--- config.mk ---
export PLATFORM = sky130hd
export DESIGN_NAME = mant_seq_multiplier_flat
export DESIGN_NICKNAME = d
export VERILOG_FILES = /design/src/rtl/mant_seq_multiplier_if.sv /design/src/rtl/mant_seq_multiplier.sv /design/src/flat_wrapper.sv
export SDC_FILE = /design/constraint.sdc
export NUM_CORES = 1
export LEC_CHECK = 0
export CELL_PAD_IN_SITES_DETAIL_PLACEMENT = 0
export CELL_PAD_IN_SITES_GLOBAL_PLACEMENT = 1
export CORE_AREA = 2 2 140 142
export DETAILED_ROUTE_END_ITERATION = 8
export DIE_AREA = 0 0 142 144
export MAX_ROUTING_LAYER = met4
export PLACE_DENSITY_LB_ADDON = 0.1
export SYNTH_ARGS = -nofsm -noshare
export SYNTH_HDL_FRONTEND = slang
export SYNTH_SLANG_ARGS = --single-unit
export TNS_END_PERCENT = 20
--- constraint.sdc ---
create_clock -name clk -period 3 [get_ports clk]
set_input_delay 0.3 -clock clk [delete_from_list [all_inputs] [get_ports clk]]
set_output_delay 0.3 -clock clk [all_outputs]
set_load 0.1 [all_outputs]
--- src/rtl/mant_seq_multiplier_if.sv ---
// Handshake and data bundle for the sequential mantissa multiplier.
// The multiplier takes the slave side. The operand source and the product
// consumer take the master side.
interface mant_seq_multiplier_if #(
   parameter int MW = 24
);
   logic              in_valid;
   logic              in_ready;
   logic [MW-1:0]     ma_i;
   logic [MW-1:0]     mb_i;
   logic              out_valid;
   logic              out_ready;
   logic [2*MW-1:0]   prod_o;
   logic              norm_o;

   modport slave (
      input  in_valid, ma_i, mb_i, out_ready,
      output in_ready, out_valid, prod_o, norm_o
   );

   modport master (
      output in_valid, ma_i, mb_i, out_ready,
      input  in_ready, out_valid, prod_o, norm_o
   );
endinterface

--- src/rtl/mant_seq_multiplier.sv ---
// Iterative radix-2 shift-add multiplier for FPU mantissas, hidden bit included.
// It retires one multiplier bit per cycle. The full 2*MW-bit product is
// ready MW cycles after the operands are accepted. The per-step add is MW+1
// bits wide and is built as a two-half carry-select adder.
module mant_seq_multiplier #(
   parameter int MW = 24
) (
   input  logic                  clk,
   input  logic                  rst_n,
   mant_seq_multiplier_if.slave  bus
);
   localparam int CW = $clog2(MW + 1);
   localparam int LW = MW / 2;       // low half of the carry-select adder
   localparam int HW = MW - LW;      // high half of the carry-select adder

   typedef enum logic [1:0] {IDLE, CALC, DONE} state_t;

   state_t            state_q, state_nxt;
   logic [MW-1:0]     a_q;
   logic [2*MW-1:0]   p_q;
   logic [CW-1:0]     cnt_q;

   logic [MW-1:0]     p_hi;
   logic [MW-1:0]     addend;
   logic [LW:0]       sum_lo;
   logic [HW:0]       sum_hi0;
   logic [HW:0]       sum_hi1;
   logic [MW:0]       sum;
   logic              last_step;

   assign p_hi      = p_q[2*MW-1:MW];
   assign addend    = p_q[0] ? a_q : '0;
   assign last_step = (cnt_q == CW'(MW - 1));

   // Carry-select add: both high-half results are formed in parallel, then the low-half carry picks one.
   always_comb begin
      sum_lo  = {1'b0, p_hi[LW-1:0]}  + {1'b0, addend[LW-1:0]};
      sum_hi0 = {1'b0, p_hi[MW-1:LW]} + {1'b0, addend[MW-1:LW]};
      sum_hi1 = {1'b0, p_hi[MW-1:LW]} + {1'b0, addend[MW-1:LW]} + {{HW{1'b0}}, 1'b1};
      sum     = {(sum_lo[LW] ? sum_hi1 : sum_hi0), sum_lo[LW-1:0]};
   end

   // State register.
   always_ff @(posedge clk or negedge rst_n) begin
      // NOTE: sequential state uses <= so every flop samples pre-edge values, whatever the block order.
      if (!rst_n) state_q <= IDLE;
      else        state_q <= state_nxt;
   end

   // Next-state decode: accept in IDLE, MW steps in CALC, hold in DONE until the product is taken.
   always_comb begin
      // NOTE: the default assignment keeps this block purely combinational, so no latch can be inferred.
      state_nxt = state_q;
      case (state_q)
         IDLE:    if (bus.in_valid)  state_nxt = CALC;
         CALC:    if (last_step)     state_nxt = DONE;
         DONE:    if (bus.out_ready) state_nxt = IDLE;
         default:                    state_nxt = IDLE;
      endcase
   end

   // Handshake outputs are decoded from the state register only.
   always_comb begin
      bus.in_ready  = 1'b0;
      bus.out_valid = 1'b0;
      case (state_q)
         IDLE:    bus.in_ready  = 1'b1;
         DONE:    bus.out_valid = 1'b1;
         default: ;
      endcase
   end

   // Datapath: load the operands on accept, then shift one bit per step. P is held in DONE and IDLE.
   always_ff @(posedge clk or negedge rst_n) begin
      // NOTE: the product register is reset as well, so prod_o reads 0 after reset and not a stale product.
      if (!rst_n) begin
         a_q   <= '0;
         p_q   <= '0;
         cnt_q <= '0;
      end else begin
         case (state_q)
            IDLE: begin
               if (bus.in_valid) begin
                  a_q   <= bus.ma_i;
                  p_q   <= {{MW{1'b0}}, bus.mb_i};
                  cnt_q <= '0;
               end
            end
            CALC: begin
               p_q   <= {sum, p_q[MW-1:1]};
               cnt_q <= cnt_q + CW'(1);
            end
            default: ;
         endcase
      end
   end

   assign bus.prod_o = p_q;
   assign bus.norm_o = p_q[2*MW-1];

endmodule
--- src/flat_wrapper.sv ---
// flat-port wrapper written by rule: the top's interface ports become plain ports
module mant_seq_multiplier_flat 
#(
   parameter int MW = 24
)
  (clk, rst_n, bus_in_valid, bus_ma_i, bus_mb_i, bus_out_ready, bus_in_ready, bus_out_valid, bus_prod_o, bus_norm_o);
  mant_seq_multiplier_if #(.MW(MW)) bus_i ();
  input  logic clk;
  input  logic rst_n;
  input wire logic [$bits(bus_i.in_valid)-1:0] bus_in_valid;
  input wire logic [$bits(bus_i.ma_i)-1:0] bus_ma_i;
  input wire logic [$bits(bus_i.mb_i)-1:0] bus_mb_i;
  input wire logic [$bits(bus_i.out_ready)-1:0] bus_out_ready;
  output wire logic [$bits(bus_i.in_ready)-1:0] bus_in_ready;
  output wire logic [$bits(bus_i.out_valid)-1:0] bus_out_valid;
  output wire logic [$bits(bus_i.prod_o)-1:0] bus_prod_o;
  output wire logic [$bits(bus_i.norm_o)-1:0] bus_norm_o;
  assign bus_i.in_valid = bus_in_valid;
  assign bus_i.ma_i = bus_ma_i;
  assign bus_i.mb_i = bus_mb_i;
  assign bus_i.out_ready = bus_out_ready;
  assign bus_in_ready = bus_i.in_ready;
  assign bus_out_valid = bus_i.out_valid;
  assign bus_prod_o = bus_i.prod_o;
  assign bus_norm_o = bus_i.norm_o;
  mant_seq_multiplier #(.MW(MW)) u_core (.clk(clk), .rst_n(rst_n), .bus(bus_i));
endmodule
; ---- Yosys cells after proc, flatten, opt, wreduce, memory -nomap -nowiden
; Cells that the tools add are included.
[totals]
wordCells = 31
out_inout_bits = 51
latch_bits = 0
rom_bits = 0
in_bits = 52
n_memories = 0
mem_bits_rw = 0
ff_bits = 79
[op_classes]
addsub = 4
eq_ne = 6
div = 0
shifts = 0
bitwise_logic = 0
magnitude_cmp = 0
muxes = 12
multipliers = 0
reduce_logical = 5
[ops]
columns = op, count
row1 = 48-bit case mux with 2 select lines, 1
row2 = 48-bit two-way mux, 1
row3 = 12-bit by 12-bit adder with 13-bit output, 2
row4 = 24-bit two-way mux, 1
row5 = 13-bit by 1-bit adder with 13-bit output (second input constant), 1
row6 = 13-bit two-way mux, 1
row7 = 5-bit case mux with 2 select lines, 1
row8 = 2-bit two-way mux, 3
row9 = 2-bit case mux with 3 select lines, 1
row10 = 5-bit by 1-bit adder with 5-bit output (second input constant), 1
row11 = 5-bit equality test (second input constant), 1
row12 = 5-bit two-way mux, 1
row13 = 2-bit inequality test (second input constant), 2
row14 = 2-bit AND reduction, 2
row15 = 3-bit AND reduction, 1
row16 = 2-bit by 1-bit equality test with 1-bit output (second input constant), 1
row17 = 2-bit equality test (second input constant), 1
row18 = 2-bit logical NOT, 1
row19 = 1-bit two-way mux, 2
row20 = 2-bit by 1-bit inequality test with 1-bit output (second input constant), 1
row21 = 2-bit nonzero test, 1

; ---- Longest topological paths before layout
; Gate-level depths: netlist (run 1).
[depth]
word_depth = 5
mapped_depth = 11
depth_no_buf = 11

; ---- Worst setup path after synthesis (run 1)
; Ideal clock, no wire load.
[synth_path]
kind = register -> register
from = register u_core.p_q[0], in the netlist u_core.bus.prod_o[0]
to = register u_core.p_q[47], in the netlist u_core.bus.prod_o[47]
synth_period_minus_slack_ps = 3667
path_stages_with_launch = 12
t_arrival_ps = 3571
t_required_ps = 2905
path_slack_ps = -667
setup_time_ps = 95
path_buffers = 2
cell_sequence = dfrtp_1 clkbuf_1 and2_1 ha_1 buf_2 and3_1 a211o_2 xnor2_1 nor4_4 o211ai_2 o41a_1 o31ai_1
[synth_between]
elab_chain_cells = 5
elab_cells_between_ends = 6
cone_classes = add/sub (3) / mux (3)
[synth_lines]
columns = item, line_no
row1 = start: declaration, mant_seq_multiplier.sv:20  ; logic [2*MW-1:0] p_q;
row2 = start signal: assignment, mant_seq_multiplier.sv:85  ; p_q <= {{MW{1'b0}}, bus.mb_i};
row3 = start signal: assignment, mant_seq_multiplier.sv:90  ; p_q <= {sum, p_q[MW-1:1]};
row4 = 24-bit two-way mux *, mant_seq_multiplier.sv:32  ; assign addend = p_q[0] ? a_q : '0;
row5 = 12-bit by 12-bit adder with 13-bit output, "mant_seq_multiplier.sv:38, mant_seq_multiplier.sv:39"
row6 = 13-bit by 1-bit adder with 13-bit output, mant_seq_multiplier.sv:39  ; sum_hi1 = {1'b0, p_hi[MW-1:LW]} + {1'b0, addend[MW-1:LW]} + {{HW{1'b0}}, 1'b1};
row7 = 13-bit two-way mux *, mant_seq_multiplier.sv:40  ; sum = {(sum_lo[LW] ? sum_hi1 : sum_hi0), sum_lo[LW-1:0]};
row8 = 48-bit case mux with 2 select lines *, mant_seq_multiplier.sv:81  ; case (state_q)
; Mark *: on every way between the ends. The rest lies on a longest branch, timed or not.
; A chain may end at the register's enable or synchronous reset.

; ---- Final worst setup path (run 1)
[layout_path]
from = register u_core.p_q[0], in the netlist u_core.bus.prod_o[0]
to = register u_core.p_q[46], in the netlist u_core.bus.prod_o[46]
; Same word-level chain as after synthesis.

==> flow_summary.yaml, run 1 <==
setup_path:
  crit_required_ns: 3.29
  rrSetupSlack_ns: 0.06
  crit_path_top_delay_cell: "dfrtp_4"
  path_cells: "and2_1 -> ha_1 -> inv_1 -> fa_2 -> nor2b_2 -> o2111a_2 -> o31a_1 -> nor4_4 -> o211ai_2 -> or4_1 -> nand3_1"
  start_kind: "flip-flop"
  slowest_delay_ns: 0.55
  cp_data_arrival_time_ns: 3.23
  cp-end-kind: "flip-flop"
  critical_path.max_fanout: 11
  worstSetupPathType: "reg -> reg"
final_layout:
  post_layout_nonfiller_instances: 861
  drive_gt1_share_pct: 26.5
  diodes: 0
  n_fill_cell: 1956
  fin_util_pct: 34.2
  area_delta_synth_final_pct: 39.5
  nets: 698
  final_cell_mix: "91 x buf_4, 72 x dfrtp_1, 64 x nor2_1, 50 x clkdlybuf4s50_1, 36 x nand3_1"
  final_common_cell: "buf_4"
cts:
  h-tree-depth: 3
  cts_tree: "yes"
  worstSkewPairLatency_ns: 0.35
  hold_buffers: 0
  post-cts-setup-buffers: 0
  numClockSinks: 79
  cts_buffers: 9
  cts-root-buf: "clkbuf_16"
  clk_pin_slew_ns: 0.07
  cts_buffer_depth: 2
global_route:
  grt_pass1_vias: 4165
  grt_max_degree: 63
  grt_use_total_pct: 13.9
  antenna_found_initial: 0
  globalRouteOverflowTotal: 0
  grt_first_pass_wirelength_um: 21600
detailed_routing:
  drcViolationCount: 0
  drt_iter0_drc: 133
  dr.pass1.iters: 4
  vias: 4075
  wl_per_cell_um: 15.6
  ant_nets: 0
  viasPerCell: 4.73
  routed_wl_um: 13400
yosys:
  synth-warning-count: 0
  ys.flop_type: "dfrtp_1"
  synth_seq_cells: 79
  yosysSeqAreaShare_pct: 42.3
  synth_cells: 490
  synth_async_sr_flop_share_pct: 100
  synth_cell_types: 61
  synth_edf_count: 0
  avgSynthCellArea_um2: 9.54
  synth_nets: 570
  synth_area_mm2: 0.00467
run:
  cap_violations: 0
placed_design:
  dp_hpwl_um: 9700
  numPortBuffers: 102
  dp.cells: 845
  finalWeightedCongestion: 0.840
timing:
  relSlewSlack_pct: 42.0
  tightest_slew_ns: 0.870
  rsz0062_at_grt: "yes"
  period_share_pct: 98.1
  setup_viol: 0
  timing.fmax_ghz: 0.340
  timing.hold.ws_ns: 0.0740
  hold_viol_final: 0
  period_minus_slack_ns: 2.94
  fin_skew_ns: 0.0132
  slew_viol_final: 0
worst_hold_path:
  holdCritPathClass: "in -> async"
floorplanning:
  die_h_um: 144
  start_util_pct: 24.5
  fp.dieW_um: 142
  die_area_mm2: 0.0204
  core_mm2: 0.0191
  ios: 103
  fp-row-count: 51
outcome:
  status: "complete, no violations"
cells by family (layout without fill, tap and decap cells):
kind of cell / Yosys count / in the layout / synth area share [%]
AOI/OAI and AO/OA: 112 / 112 / 16.0
xor gates and xnor gates: 23 / 23 / 4.71
adders and majority gates: 28 / 28 / 7.82
buffers and inverters: 37 / 170 / 3.08
DFF: 79 / 79 / 42.3
muxes: 25 / 25 / 6.00
and+or+nand+nor: 186 / 186 / 20.1
repair_timing:
action | CTS | global route
gates cloned | 0 | 0
pin swaps | 2 | 3
resized for setup | 3 | 11
endpoints found under the setup margin | 7 | 8
final cells by class:
type	instances	area, um2	area share (%)
Multi-Input combinational cell	374	2650	40.7
Sequential cell	79	1990	30.5
Timing Repair Buffer	142	1200	18.5
Tap cell	238	298	4.57
Clock buffer	9	225	3.45
Clock inverter	7	109	1.67
Inverter	12	45.0	0.691
registers in the layout, summed over array words and instances, names as in the netlist:
name	flops
u_core.bus.prod_o	48
u_core.a_q	24
u_core.cnt_q	5
u_core.state_q	2
layer usage:
layer  track usage (%)  part of all wire [%]
met3              2.81                   3.6
met2              22.7                    47
met5                 -                     0
met4              4.00                   1.4
met1              17.6                    48
stage by stage:
stage,setup TNS [ns],setup slack [ns],cell area [um2]
after floorplan,-0.179,-0.101,4750
after global placement,-0.0537,-0.0537,6130
after detailed placement,-0.393,-0.170,6130
after CTS,0,0.00755,6470
after global routing,-0.362,-0.104,6520
final,0,0.0555,6520
worst max-delay path: cells and delay by family (launching register included):
family / cells / cell delay (ns)
compound gates: 3 / 0.73
fa+ha+maj: 2 / 0.39
buf+inv: 1 / 0.07
flops: 1 / 0.55
simple gates: 5 / 1.13
worst paths after layout:
check	start	end	cells after the start
worst max-delay path	u_core.bus.prod_o[0]	u_core.bus.prod_o[46]	11
worst min-delay path	rst_n	u_core.bus.prod_o[4]	1
worst max register to register	u_core.bus.prod_o[0]	u_core.bus.prod_o[46]	11
worst min register to register	u_core.cnt_q[4]	u_core.cnt_q[4]	1
max in group asynchronous	rst_n	u_core.a_q[10]	2
min in group clk	u_core.cnt_q[4]	u_core.cnt_q[4]	1
cells in the mapped netlist (2+ instances only):
library cell | n | area [um2]
ha_1 | 26 | 325
o21ai_0 | 27 | 135
nor2b_1 | 6 | 37.5
a21o_1 | 6 | 45.0
mux2_2 | 24 | 270
or2_2 | 4 | 25.0
a21oi_1 | 13 | 65.1
xor2_1 | 10 | 87.6
a311oi_1 | 2 | 17.5
and2_1 | 25 | 156
nor4_1 | 3 | 18.8
o21bai_1 | 3 | 22.5
xnor2_1 | 12 | 105
and3_1 | 8 | 50.1
o221ai_1 | 3 | 26.3
o31a_1 | 3 | 26.3
a31oi_1 | 4 | 25.0
nand3_1 | 36 | 180
nor3_1 | 7 | 35.0
clkbuf_1 | 20 | 75.1
nand2_1 | 19 | 71.3
nor2_1 | 64 | 240
dfrtp_1 | 79 | 1980
fa_1 | 2 | 40.0
a211oi_1 | 2 | 15.0
buf_1 | 3 | 11.3
o211a_1 | 2 | 20.0
nand4_1 | 2 | 12.5
o31ai_1 | 3 | 22.5
o21a_1 | 3 | 22.5
inv_1 | 12 | 45.0
nand2b_1 | 3 | 18.8
o22ai_1 | 24 | 150
o211ai_1 | 2 | 15.0
a211o_1 | 2 | 17.5
Power of run 1 is not shown: default switching activity piles up to over one toggle a cycle in this logic, so the estimate is an artifact.
==> inputs of run 2 (changes only) <==
==> constraint.sdc (replaced) <==
create_clock -name clk -period 2.45 [get_ports clk]
set_input_delay 0.245 -clock clk [delete_from_list [all_inputs] [get_ports clk]]
set_output_delay 0.245 -clock clk [all_outputs]
set_load 0.1 [all_outputs]
==> run 2 against run 1 <==
The flow now finishes with violations (setup timing). Core utilization is 3.5 points higher. Non-clock buffer count is 63 higher. Sequential share of layout area is 2.8 points lower. Die area stayed put. Setup slack worse by 0.53 ns. Critical endpoint is now u_core.bus.prod_o[47]. Largest cell class unchanged. Highest routed layer unchanged.
==> flow_summary.yaml, run 2 (synthesized netlist as in run 1, its figures left out) <==
outcome:
  status: "finished, violations left"
  violations: "setup timing"
timing:
  period_minus_slack_ns: 2.92
  fin_skew_ns: 0.0130
  tightest_slew_ns: 0.596
  setup_slack_ns: -0.472
  relSlewSlack_pct: 60.3
  tns_ns: -5.08
  hold_viol_final: 0
  period_share_pct: 119
  setup_viol: 18
  rsz0062_at_grt: "yes"
  slew_viol_final: 0
  timing.fmax_ghz: 0.342
global_route:
  antenna_found_initial: 0
  grt_first_pass_wirelength_um: 22900
  grt_max_degree: 48
  grt_use_total_pct: 14.7
  grt_pass1_vias: 4536
  globalRouteOverflowTotal: 0
setup_path:
  slowest_delay_ns: 0.55
  cp-end-kind: "flip-flop"
  crit_required_ns: 2.71
  path_cells: "buf_12 -> and2_1 -> ha_4 -> a21o_1 -> and2_4 -> o31a_1 -> nor4_4 -> o211ai_2 -> o41a_1 -> o31ai_2"
  critical_path.top_delay_family: "compound AO/OA/AOI/OAI gates"
  worstSetupPathType: "reg -> reg"
  regToRegEndpoint: "u_core.bus.prod_o[47]"
  critical_path.max_fanout: 7
  r2r_start: "u_core.bus.prod_o[0]"
  rrSetupSlack_ns: -0.47
  cp_data_arrival_time_ns: 3.18
  crit_path_top_delay_cell: "dfrtp_4"
  crit_buf_inv: 1
  start_kind: "flip-flop"
  reg2regPathDepth: 10
  cp.depth: 10
floorplanning:
  core_mm2: 0.0191
  ios: 103
  die_area_mm2: 0.0204
  die_h_um: 144
  fp.dieW_um: 142
  fp-row-count: 51
  start_util_pct: 24.5
cts:
  cts_buffer_depth: 2
  cts_tree: "yes"
  cts-root-buf: "clkbuf_16"
  cts_buffers: 9
  worstSkewPairLatency_ns: 0.35
  h-tree-depth: 3
  numClockSinks: 79
  clk_pin_slew_ns: 0.07
run:
  cap_violations: 0
detailed_routing:
  viasPerCell: 4.60
  dr.pass1.iters: 4
  vias: 4251
  routed_wl_um: 14000
  wl_per_cell_um: 15.1
  drcViolationCount: 0
  ant_nets: 0
  drt_iter0_drc: 151
final_layout:
  final_cell_mix: "150 x buf_4, 69 x dfrtp_1, 63 x nor2_1, 50 x clkdlybuf4s50_1, 36 x nand3_1"
  multi_input_area_mm2: 0.00282
  diodes: 0
  largest_reg_flops: 48
  final_common_cell: "buf_4"
  nets: 761
  area_delta_synth_final_pct: 53.9
  drive_gt1_share_pct: 36.9
  seq_area_mm2: 0.00199
  n_fill_cell: 1918
worst_hold_path:
  holdCritPathClass: "in -> async"
placed_design:
  finalWeightedCongestion: 0.811
  numPortBuffers: 102
  dp_hpwl_um: 10400
## run 2: cell count changes in the layout (fill, tap and decap cells not counted), moves of 3 or more
cell,before,now
and2_1,25,22
and2_4,1,4
buf_4,91,150
dfrtp_1,72,69
dfrtp_2,6,9
ha_1,24,21
o21ai_0,26,23
o21ai_1,2,5
## run 2: area by class of cell
| class | count | share of cell area, % |
|---|---|---|
| multi-input combinational | 374 | 39.2 |
| timing repair buffer | 205 | 23.8 |
| tap | 238 | 4.14 |
| sequential | 79 | 27.7 |
| clock buffer | 9 | 3.13 |
| inverter | 12 | 0.626 |
| clock inverter | 7 | 1.48 |
## run 2: stage by stage
stage / instance area, um2 / utilization, % / instances / hold WS [ns] / setup WS (ns)
5_1_grt: 7190 / 37.7 / 924 / 0.484 / -0.609
2_1_floorplan: 4850 / - / 490 / -0.0506 / -0.593
3_3_place_gp: 6700 / 35.1 / 905 / 0.297 / -0.552
3_5_place_dp: 6700 / 35.1 / 905 / 0.296 / -0.579
4_1_cts: 7130 / 37.4 / 923 / 0.462 / -0.488
6_report: 7190 / 37.7 / 924 / 0.445 / -0.472
## run 2: worst max path at each step
stage / from / to / slack (ns)
finish: u_core.bus.prod_o[0] / u_core.bus.prod_o[47] / -0.47
global route: u_core.bus.prod_o[0] / u_core.bus.prod_o[41] / -0.61
CTS: u_core.bus.prod_o[0] / u_core.bus.prod_o[47] / -0.49
detailed placement: u_core.bus.prod_o[0] / u_core.bus.prod_o[41] / -0.58
global placement: u_core.bus.prod_o[0] / u_core.bus.prod_o[41] / -0.55
floorplan: u_core.bus.prod_o[0] / u_core.bus.prod_o[46] / -0.59
## run 2: what timing repair did
item	4_1_cts	5_1_grt
resized for setup	17	9
hold endpoints to repair	39	0
hold buffers	1	0
pin swaps	11	1
endpoints found under the setup margin	18	19
setup buffers	1	1
## run 2: layer usage
metal  GRT usage, %  wire length (um)  vias to the layer above
li1               -                 -                     2140
met1           18.5              6660                     2025
met2           24.1              6670                       73
met3           3.54               452                       13
met4           3.47               177                        0
met5              -                 0                        -
## run 2: worst reg2reg max path: stages (launching register included)
cell and delay [ns]:
dfrtp_4 0.55, buf_12 0.16, and2_1 0.15, ha_4 0.23, a21o_1 0.22, and2_4 0.16
o31a_1 0.32, nor4_4 0.33, o211ai_2 0.18, o41a_1 0.36, o31ai_2 0.19
Power of run 2 is left out for the same reason.
==> inputs of run 3 (changes only) <==
--- a/config.mk
+++ b/config.mk
@@ -7,9 +7,9 @@
 export LEC_CHECK = 0
 export CELL_PAD_IN_SITES_DETAIL_PLACEMENT = 0
 export CELL_PAD_IN_SITES_GLOBAL_PLACEMENT = 1
-export CORE_AREA = 2 2 140 142
+export CORE_AREA = 2 2 119 121
 export DETAILED_ROUTE_END_ITERATION = 8
-export DIE_AREA = 0 0 142 144
+export DIE_AREA = 0 0 121 123
 export MAX_ROUTING_LAYER = met4
 export PLACE_DENSITY_LB_ADDON = 0.1
 export SYNTH_ARGS = -nofsm -noshare
==> run 3 against run 2 <==
Via count grew 1.7%. Critical path type unchanged. Design area shrank 1.2%. Non-clock buffer count shrank 9. Core utilization grew 15 points. Register-to-register slack gained 0.03 ns. The run still ends with setup timing left.
==> flow_summary.yaml, run 3 (synthesized netlist as in run 1, its figures left out) <==
outcome:
  status: "finished, violations left"
  violations: "setup timing"
timing:
  setup_viol: 16
  period_minus_slack_ns: 2.89
  period_share_pct: 118
  slew_viol_final: 0
  hold_viol_final: 0
  setup_slack_ns: -0.444
  fin_skew_ns: 0.00724
  timing.fmax_ghz: 0.346
  rsz0062_at_grt: "yes"
  tightest_slew_ns: 0.674
  relSlewSlack_pct: 55.0
detailed_routing:
  ant_nets: 0
  routed_wl_um: 13100
  wl_per_cell_um: 15.3
  drcViolationCount: 0
  vias: 4323
  drt_iter0_drc: 260
  viasPerCell: 5.04
  dr.pass1.iters: 4
floorplanning:
  core_mm2: 0.0136
  start_util_pct: 34.3
  fp.dieW_um: 121
  die_area_mm2: 0.0149
  ios: 103
  die_h_um: 123
  fp-row-count: 43
cts:
  numClockSinks: 79
  h-tree-depth: 3
  cts_buffers: 9
  worstSkewPairLatency_ns: 0.35
  cts_buffer_depth: 2
  clk_pin_slew_ns: 0.07
  cts-root-buf: "clkbuf_16"
  cts_tree: "yes"
placed_design:
  dp.cells: 833
  numPortBuffers: 102
  dpl_cell_area_mm2: 0.00653
  finalWeightedCongestion: 0.813
  dp_hpwl_um: 9620
global_route:
  grt_pass1_vias: 4545
  globalRouteOverflowTotal: 0
  grt_first_pass_wirelength_um: 21900
  grt_use_total_pct: 19.1
  grt_max_degree: 51
  antenna_found_initial: 0
final_layout:
  drive_gt1_share_pct: 37.8
  n_fill_cell: 1282
  nets: 752
  seq_area_mm2: 0.00199
  diodes: 0
  fin_util_pct: 52.2
  final_common_cell: "buf_4"
  area_delta_synth_final_pct: 52.0
  multi_input_area_mm2: 0.00290
  fin_area_mm2: 0.00710
  post_layout_nonfiller_instances: 857
  final_cell_mix: "140 x buf_4, 69 x dfrtp_1, 62 x nor2_1, 50 x clkdlybuf4s50_1, 35 x nand3_1"
  largest_reg_flops: 48
setup_path:
  crit_required_ns: 2.73
  start_kind: "flip-flop"
  worstSetupPathType: "reg -> reg"
  critical_path.max_fanout: 6
  cp_data_arrival_time_ns: 3.18
  cp-end-kind: "flip-flop"
run:
  cap_violations: 0
worst_hold_path:
  holdCritPathClass: "in -> async"
## run 3: cell types whose count changed in the layout (fill, tap and decap cells not counted), sizes merged
cell / delta
clkbuf: +2
bufinv: -2
clkinvlp: +1
inv: -3
buf: -9
clkinv: +2
## run 3: through the flow
stage / hold slack (ns) / setup WS (ns) / TNS, ns
floorplan: -0.0506 / -0.593 / -3.53
global placement: 0.328 / -0.463 / -5.31
detailed placement: 0.332 / -0.542 / -6.12
CTS: 0.482 / -0.419 / -4.08
global route: 0.508 / -0.552 / -6.08
finish: 0.468 / -0.444 / -3.69
## run 3: repair_timing
item | 4_1_cts | 5_1_grt
pin swaps | 15 | 10
endpoints found under the hold margin | 49 | 0
endpoints found under the setup margin | 18 | 18
resized for setup | 20 | 25
buffers inserted | 6 | 2
hold buffers | 1 | 0
## run 3: layout make-up
cell class	count	area share, %
Multi-Input combinational cell	374	40.8
Sequential cell	79	28.0
Timing Repair Buffer	196	23.3
Clock buffer	11	3.56
Tap cell	180	3.17
Inverter	12	0.634
Clock inverter	5	0.546
## run 3: layer usage
layer / global-route usage [%] / up-vias / part of all wire, %
li1: - / 2126 / -
met1: 23.7 / 2102 / 46
met2: 31.5 / 78 / 50
met3: 2.68 / 17 / 2.5
met4: 7.70 / 0 / 1.9
met5: - / - / 0
## run 3: path summary, 6_finish.rpt
| check | startpoint | to | slack (ns) | cells past startpoint |
|---|---|---|---|---|
| worst max-delay path | u_core.bus.prod_o[0] | u_core.bus.prod_o[46] | -0.44 | 10 |
| min in group clk | u_core.cnt_q[4] | u_core.cnt_q[4] | 0.49 | 1 |
| worst min register to register | u_core.cnt_q[4] | u_core.cnt_q[4] | 0.49 | 1 |
| worst min-delay path | rst_n | u_core.bus.prod_o[21] | 0.47 | 2 |
| worst max register to register | u_core.bus.prod_o[0] | u_core.bus.prod_o[46] | -0.44 | 10 |
| max in group asynchronous | rst_n | u_core.bus.prod_o[40] | 1.35 | 3 |
## run 3: worst max-delay path, stage by stage, from the launching register on
cell and delay, ns:
dfrtp_4 0.52, buf_12 0.15, and2_4 0.13, ha_4 0.21, and3_4 0.17, a211o_4 0.38
a21o_4 0.26, a311oi_4 0.34, nand2_1 0.07, or4_1 0.48, nand3_1 0.09
Power of run 3 is left out for the same reason.
